[src/rtl/alu_result_stage.sv]
// rtl/alu_result_stage.sv - LEGv8 execute-stage result register with NZCV flags, B.cond evaluation and 2-entry skid buffer
module alu_result_stage #(
  parameter int DATA_W = 64,
  parameter int REG_W  = 5
) (
  input  logic              clk,
  input  logic              rst_n,
  input  logic              in_valid,
  output logic              in_ready,
  input  logic [DATA_W-1:0] alu_out,
  input  logic [3:0]        alu_status,
  input  logic              set_flags,
  input  logic              cond_check,
  input  logic [3:0]        cond,
  input  logic [REG_W-1:0]  rd_in,
  input  logic              wr_en_in,
  output logic              out_valid,
  input  logic              out_ready,
  output logic [DATA_W-1:0] out_result,
  output logic [REG_W-1:0]  out_rd,
  output logic              out_wr_en,
  output logic              out_branch_taken,
  output logic [3:0]        flags
);

  localparam int PW = DATA_W + REG_W + 2;

  logic [PW-1:0] out_q, out_d, skid_q, skid_d;
  logic          out_valid_q, out_valid_d;
  logic          skid_valid_q, skid_valid_d;
  logic          in_ready_q, in_ready_d;
  logic [3:0]    flags_q, flags_d;

  logic          accept, xfer;
  logic [3:0]    f;
  logic          fv, fc, fn, fz;
  logic          base, cond_true;
  logic [PW-1:0] beat;

  assign accept = in_valid & in_ready_q;
  assign xfer   = out_valid_q & out_ready;

  // Same-beat forwarding: a flag-setting beat evaluates against its own status.
  assign f = set_flags ? alu_status : flags_q;
  assign {fv, fc, fn, fz} = f;

  // Odd condition codes are the inverse of the preceding even code, except AL.
  always_comb begin
    base = 1'b0;
    case (cond[3:1])
      3'd0: base = fz;
      3'd1: base = fc;
      3'd2: base = fn;
      3'd3: base = fv;
      3'd4: base = fc & ~fz;
      3'd5: base = (fn == fv);
      3'd6: base = ~fz & (fn == fv);
      default: base = 1'b1;
    endcase
    cond_true = (cond[3:1] == 3'd7) ? 1'b1 : (base ^ cond[0]);
  end

  assign beat = {alu_out, rd_in, wr_en_in, cond_check & cond_true};

  always_comb begin
    out_d        = out_q;
    out_valid_d  = out_valid_q;
    skid_d       = skid_q;
    skid_valid_d = skid_valid_q;
    flags_d      = flags_q;

    if (accept && set_flags) begin
      flags_d = alu_status;
    end

    if (skid_valid_q) begin
      if (xfer) begin
        out_d        = skid_q;
        out_valid_d  = 1'b1;
        skid_valid_d = 1'b0;
      end
    end else if (accept) begin
      if (!out_valid_q || xfer) begin
        out_d       = beat;
        out_valid_d = 1'b1;
      end else begin
        skid_d       = beat;
        skid_valid_d = 1'b1;
      end
    end else if (xfer) begin
      out_valid_d = 1'b0;
    end

    in_ready_d = ~skid_valid_d;
  end

  always_ff @(posedge clk or negedge rst_n) begin
    if (!rst_n) begin
      out_q        <= '0;
      out_valid_q  <= 1'b0;
      skid_q       <= '0;
      skid_valid_q <= 1'b0;
      in_ready_q   <= 1'b0;
      flags_q      <= 4'b0;
    end else begin
      out_q        <= out_d;
      out_valid_q  <= out_valid_d;
      skid_q       <= skid_d;
      skid_valid_q <= skid_valid_d;
      in_ready_q   <= in_ready_d;
      flags_q      <= flags_d;
    end
  end

  assign in_ready                                          = in_ready_q;
  assign out_valid                                         = out_valid_q;
  assign {out_result, out_rd, out_wr_en, out_branch_taken} = out_q;
  assign flags                                             = flags_q;

endmodule
[config.mk]
export PLATFORM = sky130hd
export DESIGN_NAME = alu_result_stage
export DESIGN_NICKNAME = d
export VERILOG_FILES = /design/src/rtl/alu_result_stage.sv
export SDC_FILE = /design/constraint.sdc
export NUM_CORES = 1
export LEC_CHECK = 0
export CORE_UTILIZATION = 53
export CTS_CLUSTER_DIAMETER = 80
export DETAILED_ROUTE_END_ITERATION = 10
export GPL_TIMING_DRIVEN = 1
export HOLD_SLACK_MARGIN = 0.02
export PLACE_DENSITY = 0.94
export SLEW_MARGIN = 15
export SYNTH_ARGS = -nofsm -noshare
export SYNTH_HDL_FRONTEND = slang
export SYNTH_SLANG_ARGS = --single-unit
[constraint.sdc]
create_clock -name clk -period 4.9 [get_ports clk]
set_input_delay 0.98 -clock clk [delete_from_list [all_inputs] [get_ports clk]]
set_output_delay 0.98 -clock clk [all_outputs]
set_load 0.005 [all_outputs]
# Yosys cells after proc, flatten, opt, wreduce, memory -nomap -nowiden
# Cells that the tools add are included.
totals:
  input_bits: 84
  output_inout_bits: 77
  word_cells: 52
  regBits: 149
op_classes:
  n_bitwise: 10
  n_mux: 16
  n_reduce_logical: 10
  n_eq_ne: 10
ops:
  columns: ["operator", "count"]
  rows:
  - ["71-bit 2-to-1 mux", 4]
  - ["3-bit equality test, second input constant", 4]
  - ["1-bit 2-to-1 mux", 10]
  - ["3-bit AND reduction", 3]
  - ["1-bit one-hot mux with 7 select lines", 1]
  - ["3-bit by 2-bit equality test with 1-bit output, second input constant", 2]
  - ["2-bit nonzero test", 3]
  - ["1-bit AND", 5]
  - ["4-bit 2-to-1 mux", 1]
  - ["1-bit NOT", 4]
  - ["3-bit by 1-bit equality test with 1-bit output, second input constant", 1]
  - ["3-bit zero test", 1]
  - ["3-bit by 2-bit inequality test with 1-bit output, second input constant", 1]
  - ["2-bit by 1-bit inequality test with 1-bit output, second input constant", 1]
  - ["1-bit equality test", 1]
  - ["1-bit logical AND", 1]
  - ["1-bit zero test", 1]
  - ["1-bit logical OR", 1]
  - ["1-bit XOR", 1]

# Logic depth before layout (Yosys ltp)
# Gate-level depths: netlist of the first run.
depth:
  depth_word: 10
  mapped_depth: 7

# Least setup slack after synthesis of the first run
# No wires, ideal clock.
synth_timing:
  path_type: "input -> register"
  start: "input port set_flags"
  end: "register out_q[0]"
  stages: 7
  setup_time_ns: 0.092
  setup_slack_ns: 2.446
  arrival_ns: 2.362
  cell_sequence: "buf_6 > mux4_2 > a22oi_1 > o311ai_1 > a32oi_1 > o2111ai_1 > o31ai_2"
synth_via:
  elab_chain_cells: 10
  elab_cells_between_ends: 12
  classes_between: "1 x eq/ne; 6 x mux; 5 x bitwise"
synth_lines:
  columns: ["item", "line", "rtl"]
  rows:
  - ["start, declared", "12", "input logic set_flags,"]
  - ["4-bit 2-to-1 mux *", "44", "assign f = set_flags ? alu_status : flags_q;"]
  - ["1-bit equality test or 1-bit NOT (tied branches)", "56, 57, 55", null]
  - ["1-bit AND (on tied branches)", "57, 55", null]
  - ["1-bit one-hot mux with 7 select lines *", "50", "case (cond[3:1])"]
  - ["1-bit XOR *", "60", "cond_true = (cond[3:1] == 3'd7) ? 1'b1 : (base ^ cond[0]);"]
  - ["1-bit 2-to-1 mux *", "60", null]
  - ["1-bit AND *", "63", "assign beat = {alu_out, rd_in, wr_en_in, cond_check & cond_true};"]
  - ["71-bit 2-to-1 mux *", "83", "if (!out_valid_q || xfer) begin"]
  - ["71-bit 2-to-1 mux *", "82", "end else if (accept) begin"]
  - ["71-bit 2-to-1 mux *", "76", "if (skid_valid_q) begin"]
  - ["end signal, assigned", "106", "out_q <= out_d;"]
  - ["end, declared", "28", "logic [PW-1:0] out_q, out_d, skid_q, skid_d;"]
# Every way passes the cells marked *; elsewhere a longest branch is shown, timed or not. The select of a mux whose other input is x is not followed.
# A chain may end at the register's enable or synchronous reset.

# Worst setup path after layout of the first run
# Same ends and word-level chain as after synthesis.

==> flow_summary.json, run 1 <==
{
  "slew_headroom_pct": 33.36,
  "swShare_pct": 31.38,
  "root_buffer": "clkbuf_16",
  "synth_seq_cells": 149,
  "r2r-start": "skid_valid_q$_DFF_PN0_",
  "syn_avg_cell_area_um2": 12.49,
  "seq_area_frac_synth_pct": 58.74,
  "core_mm2": 0.01156,
  "dieArea_mm2": 0.01242,
  "period_needed_ns": 2.891,
  "die_w_um": 111.4,
  "fmax_mhz": 345.9,
  "drtPass1Iterations": 7,
  "synth_area_mm2": 0.006347,
  "r2r-end": "out_q[35]$_DFFE_PN0P_",
  "yosysMostFrequentCell": "dfrtp_1",
  "synthToLayoutAreaGrowth_pct": 35.23,
  "n_fill_cell": 727,
  "power.combinational.fraction_pct": 36.7,
  "startpoint_type": "input pin",
  "power.switching_mw": 1.704,
  "globalplace.congestion": 0.8630,
  "arrival_ns": 3.21,
  "hold_viol_final": 0,
  "clock_skew_ns": 0.006904,
  "setup_viol": 0,
  "crit_start": "set_flags",
  "worstPathRequired_ns": 5.22,
  "synth_area_leaders": "dfrtp_1, mux2_2, mux2i_1",
  "hp-class": "reg -> reg",
  "via_count": 4505,
  "cts_resized": 0,
  "grt_antenna_before_repair": 0,
  "clock_latency_ns": 0.41,
  "dp_hpwl_um": 9979,
  "cts_setup_buffers": 0,
  "ys_top_cells_by_count": "dfrtp_1, mux2_2, nand2_1, mux2i_1, o21ai_0",
  "drtIter0Drc": 266,
  "synth_cell_types": 32,
  "h-tree-depth": 4,
  "powerDensity_mw_per_mm2": 632.5,
  "cts_buffer_depth": 2,
  "seqPwrFrac_pct": 41.0,
  "fp.dieH_um": 111.4,
  "synth_edf_count": 0,
  "outcome": "complete, but fails checks",
  "worstMarginPinSlew_ns": 0.9996,
  "final_nets": 744,
  "rrSetupSlack_ns": 2.80,
  "criticalPathCategory": "in -> reg",
  "ios": 161,
  "clk_pin_slew_ns": 0.06,
  "numCtsBuffers": 17,
  "synth_ff_type": "dfrtp_1",
  "hold_ws_ns": 0.4756,
  "synth_fp_nets": 592,
  "drc": 9,
  "clkPwrFrac_pct": 22.3,
  "crit_fanout": 9,
  "rr_worst_depth": 3,
  "cts_tree": "yes",
  "grt_pass1_wl_um": 24470,
  "pre_cts_ws_ns": 1.637,
  "diodes": 0,
  "p_int_mw": 3.725,
  "async_reset_ff_share_pct": 100.0,
  "post-route-period-util_pct": 59.01,
  "layout-drive-gt1-share_pct": 17.71,
  "start_util_pct": 54.88,
  "grt_pass1_vias": 5025,
  "critPathCapture": "out_q[0]$_DFFE_PN0P_",
  "wl_um": 14780,
  "yosysWarningCount": 0,
  "cts_sinks": 149,
  "setup_tns_ns": 0,
  "slew_violations": 0,
  "ctsHoldBuffers": 0,
  "synth_top_area_share_pct": 58.74,
  "final_area_mm2": 0.008583,
  "vias_per_cell": 5.528,
  "ant_nets": 0,
  "leakage_nw": 3.638,
  "rows": 39,
  "dpl_cell_area_mm2": 0.008029,
  "drv_cap": 0,
  "synth_top_area_cell": "dfrtp_1",
  "grt_usage_pct": 25.41,
  "violations": "design-rule violations",
  "worst_slack_ns": 2.009,
  "wire_per_inst_um": 18.14,
  "irDropWorstVdd_mv": 0.4246,
  "worst_setup_path_end_kind": "flip-flop",
  "grt_overflow_total": 0,
  "synthCells": 508,
  "io_buffers": 160,
  "grt_max_degree": 79,
  "rsz0062_at_grt": "false"
}
how the worst min path moves through the flow:
stage	start	depth (start not counted)	slack, ns	to
final	out_q[52]$_DFFE_PN0P_	2	0.48	out_q[52]$_DFFE_PN0P_
after global routing	out_q[30]$_DFFE_PN0P_	2	0.52	out_q[30]$_DFFE_PN0P_
after global placement	out_q[36]$_DFFE_PN0P_	2	0.46	out_q[36]$_DFFE_PN0P_
after detailed placement	out_q[52]$_DFFE_PN0P_	2	0.47	out_q[52]$_DFFE_PN0P_
after CTS	out_q[52]$_DFFE_PN0P_	2	0.48	out_q[52]$_DFFE_PN0P_
after floorplan	out_q[10]$_DFFE_PN0P_	2	0.47	out_q[10]$_DFFE_PN0P_
flip-flops by register name, summed over array words and instances (netlist names):
signal        cells
in_ready          1
out_valid         1
flags             4
out_q            71
skid_q           71
skid_valid_q      1
stage by stage:
stage / power [mW] / std cells / utilization [%]
finish: 5.429 / 815 / 74.22
global route: 5.758 / 815 / 74.22
CTS: 5.477 / 815 / 74.22
detailed placement: 4.229 / 784 / 69.43
global placement: 4.055 / 784 / 69.43
floorplan: 3.226 / 508 / -
cells by family (layout without fill, tap and decap cells):
| family | count (synthesis) | in the layout | share of synthesized area, % |
|---|---|---|---|
| buf+inv | 39 | 203 | 3.036 |
| mux | 149 | 149 | 25.17 |
| simple gates | 84 | 84 | 5.519 |
| flops | 149 | 149 | 58.74 |
| compound gates | 85 | 85 | 7.254 |
| xor+xnor | 2 | 2 | 0.2760 |
power groups by stage:
stage	Clock, mW	Sequential [mW]	Combinational (mW)
after floorplan	0	2.14	1.09
after global placement	0	2.17	1.88
after detailed placement	0	2.23	2.00
after CTS	1.24	2.22	2.02
after global routing	1.29	2.29	2.18
final	1.21	2.22	1.99
cells in the final DEF, fill, tap and decap left out, types with 2 or more instances in the layout:
master and count:
clkdlybuf4s50_1 159, dfrtp_1 148, mux2_2 75, nand2_1 74, o21ai_0 73, mux2i_1 73, clkbuf_16 17, buf_4 7
inv_1 5, clkbuf_1 3, clkbuf_8 3, clkinv_2 3, clkinvlp_4 3, xnor2_1 2, nand3b_1 2
layout make-up:
| class | instances | area (µm²) | share of cell area [%] |
|---|---|---|---|
| repair buffers | 167 | 1655 | 19.29 |
| multi-input cells | 320 | 2444 | 28.47 |
| clock buffers | 23 | 478.0 | 5.569 |
| flip-flops and latches | 149 | 3732 | 43.48 |
| inverters | 5 | 18.77 | 0.2187 |
| clock inverters | 8 | 76.32 | 0.8892 |
| well taps | 143 | 178.9 | 2.085 |
critical path: stages:
cell             delay, ns
clkdlybuf4s50_1       0.70
mux4_2                0.56
a22oi_1               0.22
o311ai_1              0.16
a32oi_1               0.19
o2111ai_1             0.19
o31ai_2               0.21
layer usage:
layer / track usage (%) / share of wire (%) / up-vias
li1: - / - / 2085
met1: 26.49 / 38 / 2244
met2: 47.17 / 55 / 136
met3: 6.478 / 4.2 / 40
met4: 12.88 / 3.2 / 0
met5: 0 / 0 / -
Power figures use the tool's default switching activity.
==> run 2, diff against run 1 <==
CORE_UTILIZATION = 44   (was 53)
PLACE_DENSITY = 0.85   (was 0.94)
clock period = 2.3 ns   (was 4.9 ns; I/O delays follow)
==> run 2 against run 1 <==
Critical path type unchanged. Combinational power rose by 120%. The flow now finishes without violations. Sequential power rose by 110%. Setup slack got worse by 1.9 ns. Critical endpoint unchanged. Power rose by 120%.
==> flow_summary.json, run 2 (synthesized netlist as in run 1, its figures left out) <==
{
  "ios": 161,
  "final_nets": 756,
  "io_buffers": 160,
  "via_count": 4547,
  "crit_path_top_delay_cell": "mux4_2",
  "drv_cap": 0,
  "slew_headroom_pct": 40.97,
  "die_w_um": 122.1,
  "crit_family": "compound AO/OA/AOI/OAI gates",
  "fp.dieH_um": 122.1,
  "setup_viol": 0,
  "power.total_mw": 12.19,
  "setup_tns_ns": 0,
  "worstMarginPinSlew_ns": 0.8855,
  "vias_per_cell": 5.257,
  "final_area_mm2": 0.008894,
  "final_cell_mix": "clkdlybuf4s50_1, dfrtp_1, mux2_2",
  "grt_usage_pct": 21.11,
  "worst_setup_path_end_kind": "flip-flop",
  "grt_pass1_wl_um": 24110,
  "rows": 43,
  "criticalPathCategory": "in -> reg",
  "irDropWorstVdd_mv": 0.7046,
  "cts_tree": "yes",
  "numCtsBuffers": 17,
  "rr_worst_depth": 6,
  "worstPathRequired_ns": 2.62,
  "final-seq-area_mm2": 0.003732,
  "rsz0062_at_grt": "false",
  "synthToLayoutAreaGrowth_pct": 40.11,
  "clock_latency_ns": 0.41,
  "met1_usage_pct": 23.51,
  "drc": 0,
  "fin_util_pct": 63.58,
  "clock_skew_ns": 0.008122,
  "hp-class": "in -> async",
  "path_buf_inv": 1,
  "crit_fanout": 2,
  "startpoint_type": "input pin",
  "hold_ws_ns": 0.02072,
  "h-tree-depth": 4,
  "outcome": "finished clean",
  "grt_pass1_vias": 4949,
  "crit_cells": 7,
  "powerDensity_mw_per_mm2": 1370,
  "dieArea_mm2": 0.01491,
  "cts_setup_buffers": 0,
  "grt_antenna_before_repair": 0,
  "arrival_ns": 2.47,
  "grt_overflow_total": 0,
  "n_fill_cell": 1039,
  "globalplace.congestion": 0.9657,
  "dpl_cell_area_mm2": 0.008215,
  "ctsHoldBuffers": 0,
  "fmax_mhz": 463.9,
  "cts_buffer_depth": 2,
  "wl_um": 14690,
  "core_mm2": 0.01399,
  "root_buffer": "clkbuf_16",
  "drtPass1Iterations": 4,
  "ant_nets": 0,
  "start_util_pct": 45.38,
  "drtIter0Drc": 183,
  "slew_violations": 0,
  "period_needed_ns": 2.155,
  "multi_input_area_mm2": 0.002444,
  "layout-drive-gt1-share_pct": 19.71,
  "post-route-period-util_pct": 93.72,
  "grt.busiest_layer": "met2",
  "grt_max_degree": 75,
  "groute.layer.met3.usage_pct": 4.494,
  "hold_viol_final": 0,
  "cts_sinks": 149,
  "leakage_nw": 3.784,
  "clk_pin_slew_ns": 0.06,
  "cts_resized": 0,
  "worstPathCellList": "clkdlybuf4s50_1 -> mux4_2 -> a22oi_1 -> o311ai_1 -> a32oi_1 -> o2111ai_1 -> o31ai_2",
  "wire_per_inst_um": 16.98,
  "grt_util_met2_pct": 38.21,
  "diodes": 0,
  "critPathMaxStageDelay_ns": 0.52,
  "dp_hpwl_um": 10170,
  "layout_commonest_cell": "clkdlybuf4s50_1"
}
-- run 2: layout make-up --
type,instances,share of cell area (%)
Multi-Input combinational cell,320,27.48
Timing Repair Buffer,179,20.19
Tap cell,180,2.532
Clock buffer,19,5.093
Sequential cell,149,41.97
Clock inverter,13,2.532
Inverter,5,0.2110
-- run 2: worst paths after layout --
check | slack (ns) | from | to
setup / recovery | 0.14 | set_flags | out_q[0]$_DFFE_PN0P_
hold / removal | 0.02 | rst_n | out_q[61]$_DFFE_PN0P_
setup reg to reg | 0.33 | flags[3]$_DFFE_PN0P_ | out_q[0]$_DFFE_PN0P_
hold reg to reg | 0.48 | out_q[23]$_DFFE_PN0P_ | out_q[23]$_DFFE_PN0P_
max in group asynchronous | 1.61 | rst_n | out_q[35]$_DFFE_PN0P_
min in group clk | 0.48 | out_q[23]$_DFFE_PN0P_ | out_q[23]$_DFFE_PN0P_
-- run 2: report_power, final --
group          internal, mW  switching, mW
Sequential             3.93          0.732
Combinational          2.52           1.86
Clock                  2.09           1.05
-- run 2: metrics by stage --
step                instances  setup slack (ns)
CTS                       865            0.1819
detailed placement        833           -0.2350
finish                    865            0.1445
global placement          833           -0.1441
floorplan                 508            0.3661
global route              865           0.09205
-- run 2: per-layer routing --
layer,vias to the layer above,wire length [µm]
li1,2122,-
met1,2280,5964
met2,112,7781
met3,33,522
met4,0,422
met5,-,0
==> run 3, diff against run 2 <==
REMOVE_ABC_BUFFERS = 1   (was not set)
==> run 3 against run 2 <==
Sequential power is essentially flat. Hold slack got worse by 0.0043 ns. Largest power group unchanged. Utilization decreased by 0.27 points. Clock-buffer cell count rose by 3. Critical endpoint unchanged. Via count down 1.1%. Combinational power decreased by 0.9%. Global-route usage shrank 0.98 points. Flip-flop and latch count is the same. Sequential share of layout area increased by 0.18 points. Critical path depth up 1.
==> flow_summary.json, run 3 (synthesized netlist as in run 1, its figures left out) <==
{
  "vias_per_cell": 5.195,
  "top_layer": "met4",
  "multi_input_area_mm2": 0.002444,
  "post-route-period-util_pct": 91.22,
  "final_cell_mix": "clkdlybuf4s50_1, dfrtp_1, mux2_2",
  "numCtsBuffers": 17,
  "wl_met3_um": 776,
  "dpl_cell_area_mm2": 0.008255,
  "layout.cells.non_filler": 866,
  "wl_met1_um": 5909,
  "cts_setup_buffers": 0,
  "leakage_nw": 3.766,
  "critPathMaxStageDelay_ns": 0.50,
  "r2r-end": "out_q[0]$_DFFE_PN0P_",
  "worstMarginPinSlew_ns": 0.5606,
  "layout_commonest_cell": "clkdlybuf4s50_1",
  "grt_pass1_vias": 4685,
  "path_buf_inv": 2,
  "swShare_pct": 30.11,
  "cts_buffer_depth": 2,
  "r2r-start": "flags[3]$_DFFE_PN0P_",
  "hold_viol_final": 0,
  "wire_per_inst_um": 16.23,
  "rr_worst_depth": 6,
  "ctsHoldBuffers": 0,
  "final_nets": 758,
  "drtPass1Iterations": 4,
  "worst_setup_path_end_kind": "flip-flop",
  "worstPathCellList": "clkdlybuf4s50_1 -> buf_4 -> mux2i_1 -> nand3b_1 -> a211o_1 -> a32oi_1 -> o2111ai_1 -> o31ai_2",
  "ant_nets": 0,
  "period_needed_ns": 2.098,
  "startpoint_type": "input pin",
  "slew_headroom_pct": 62.63,
  "globalplace.congestion": 0.8144,
  "clkPwrFrac_pct": 23.7,
  "crit_family": "compound AO/OA/AOI/OAI gates",
  "crit_cells": 8,
  "drtIter0Drc": 285,
  "criticalPathCategory": "in -> reg",
  "powerDensity_mw_per_mm2": 1333,
  "irDropWorstVdd_mv": 0.6663,
  "layout-drive-gt1-share_pct": 19.53,
  "io_buffers": 160,
  "cts_sinks": 149,
  "clk_pin_slew_ns": 0.06,
  "final_area_mm2": 0.008856,
  "clock_latency_ns": 0.41,
  "outcome": "finished clean",
  "via_count": 4499,
  "p_int_mw": 8.250,
  "synthToLayoutAreaGrowth_pct": 39.52,
  "drc": 0,
  "worstPathRequired_ns": 2.62,
  "rows": 43,
  "diodes": 0,
  "die_w_um": 122.1,
  "grt_usage_pct": 20.14,
  "slew_violations": 0,
  "hold_ws_ns": 0.01646,
  "place_inst": 835,
  "rsz0062_at_grt": "false",
  "grt_pass1_wl_um": 22960,
  "wl_um": 14060,
  "dieArea_mm2": 0.01491,
  "hp-class": "in -> async",
  "drv_cap": 0,
  "h-tree-depth": 4,
  "grt_antenna_before_repair": 0,
  "dp_hpwl_um": 9665,
  "power.switching_mw": 3.555,
  "grt_overflow_total": 0,
  "rrSetupSlack_ns": 0.40,
  "crit_fanout": 8,
  "fmax_mhz": 476.6,
  "fin_util_pct": 63.31,
  "fp.dieH_um": 122.1,
  "ios": 161,
  "start_util_pct": 45.38,
  "arrival_ns": 2.42,
  "final-seq-area_mm2": 0.003732,
  "core_mm2": 0.01399,
  "setup_tns_ns": 0,
  "root_buffer": "clkbuf_16",
  "cts_resized": 0,
  "grt_max_degree": 75,
  "route.met2.wl_um": 7164,
  "seqPwrFrac_pct": 39.5,
  "clock_skew_ns": 0.007592,
  "cts_tree": "yes",
  "power.combinational.fraction_pct": 36.8,
  "setup_viol": 0,
  "crit_path_top_delay_cell": "clkdlybuf4s50_1",
  "n_fill_cell": 1054
}
==> run 3: cell types whose count changed in the layout (fill, tap and decap cells not counted), sizes merged <==
| cell | delta |
|---|---|
| inv | -1 |
| buf | +2 |
| bufinv | -3 |
| clkbuf | +3 |
==> run 3: how the worst max path moves through the flow <==
stage                      startpoint                      to
2_1_floorplan  skid_valid_q$_DFF_PN0_  skid_q[10]$_DFFE_PN0P_
3_3_place_gp                set_flags    out_q[0]$_DFFE_PN0P_
3_5_place_dp                set_flags    out_q[0]$_DFFE_PN0P_
4_1_cts                     set_flags    out_q[0]$_DFFE_PN0P_
5_1_grt                     set_flags    out_q[0]$_DFFE_PN0P_
6_report                    set_flags    out_q[0]$_DFFE_PN0P_
==> run 3: metal layers <==
layer / vias to the layer above / global-route usage, %
met5: - / 0
met4: 0 / 7.622
met3: 19 / 5.197
met2: 119 / 34.04
met1: 2255 / 24.68
li1: 2106 / -
==> run 3: power by group through the flow <==
stage	registers [mW]	clock network (mW)	logic [mW]
global route	4.81	2.98	4.80
detailed placement	4.69	0	4.40
global placement	4.59	0	4.21
finish	4.66	2.80	4.34
CTS	4.66	2.86	4.41
floorplan	4.73	0	2.10
==> run 3: cell type report <==
| cell class | instances | area share, % |
|---|---|---|
| sequential | 149 | 42.14 |
| clock buffer | 22 | 5.355 |
| tap | 180 | 2.543 |
| inverter | 5 | 0.2119 |
| multi-input combinational | 320 | 27.59 |
| timing repair buffer | 181 | 20.73 |
| clock inverter | 9 | 1.427 |
==> run 3: worst register-to-register path: cells and delay by family (launching register included) <==
family / cells / cell delay (ns)
compound gates: 5 / 0.92
mux: 1 / 0.48
flops: 1 / 0.42
==> run 3: per-stage QoR <==
step           power, mW  setup WS, ns
2_1_floorplan      6.836        -8.146
3_3_place_gp       8.799       -0.1379
3_5_place_dp       9.086       -0.1744
4_1_cts            11.94        0.2522
5_1_grt            12.60        0.1163
6_report           11.81        0.2019
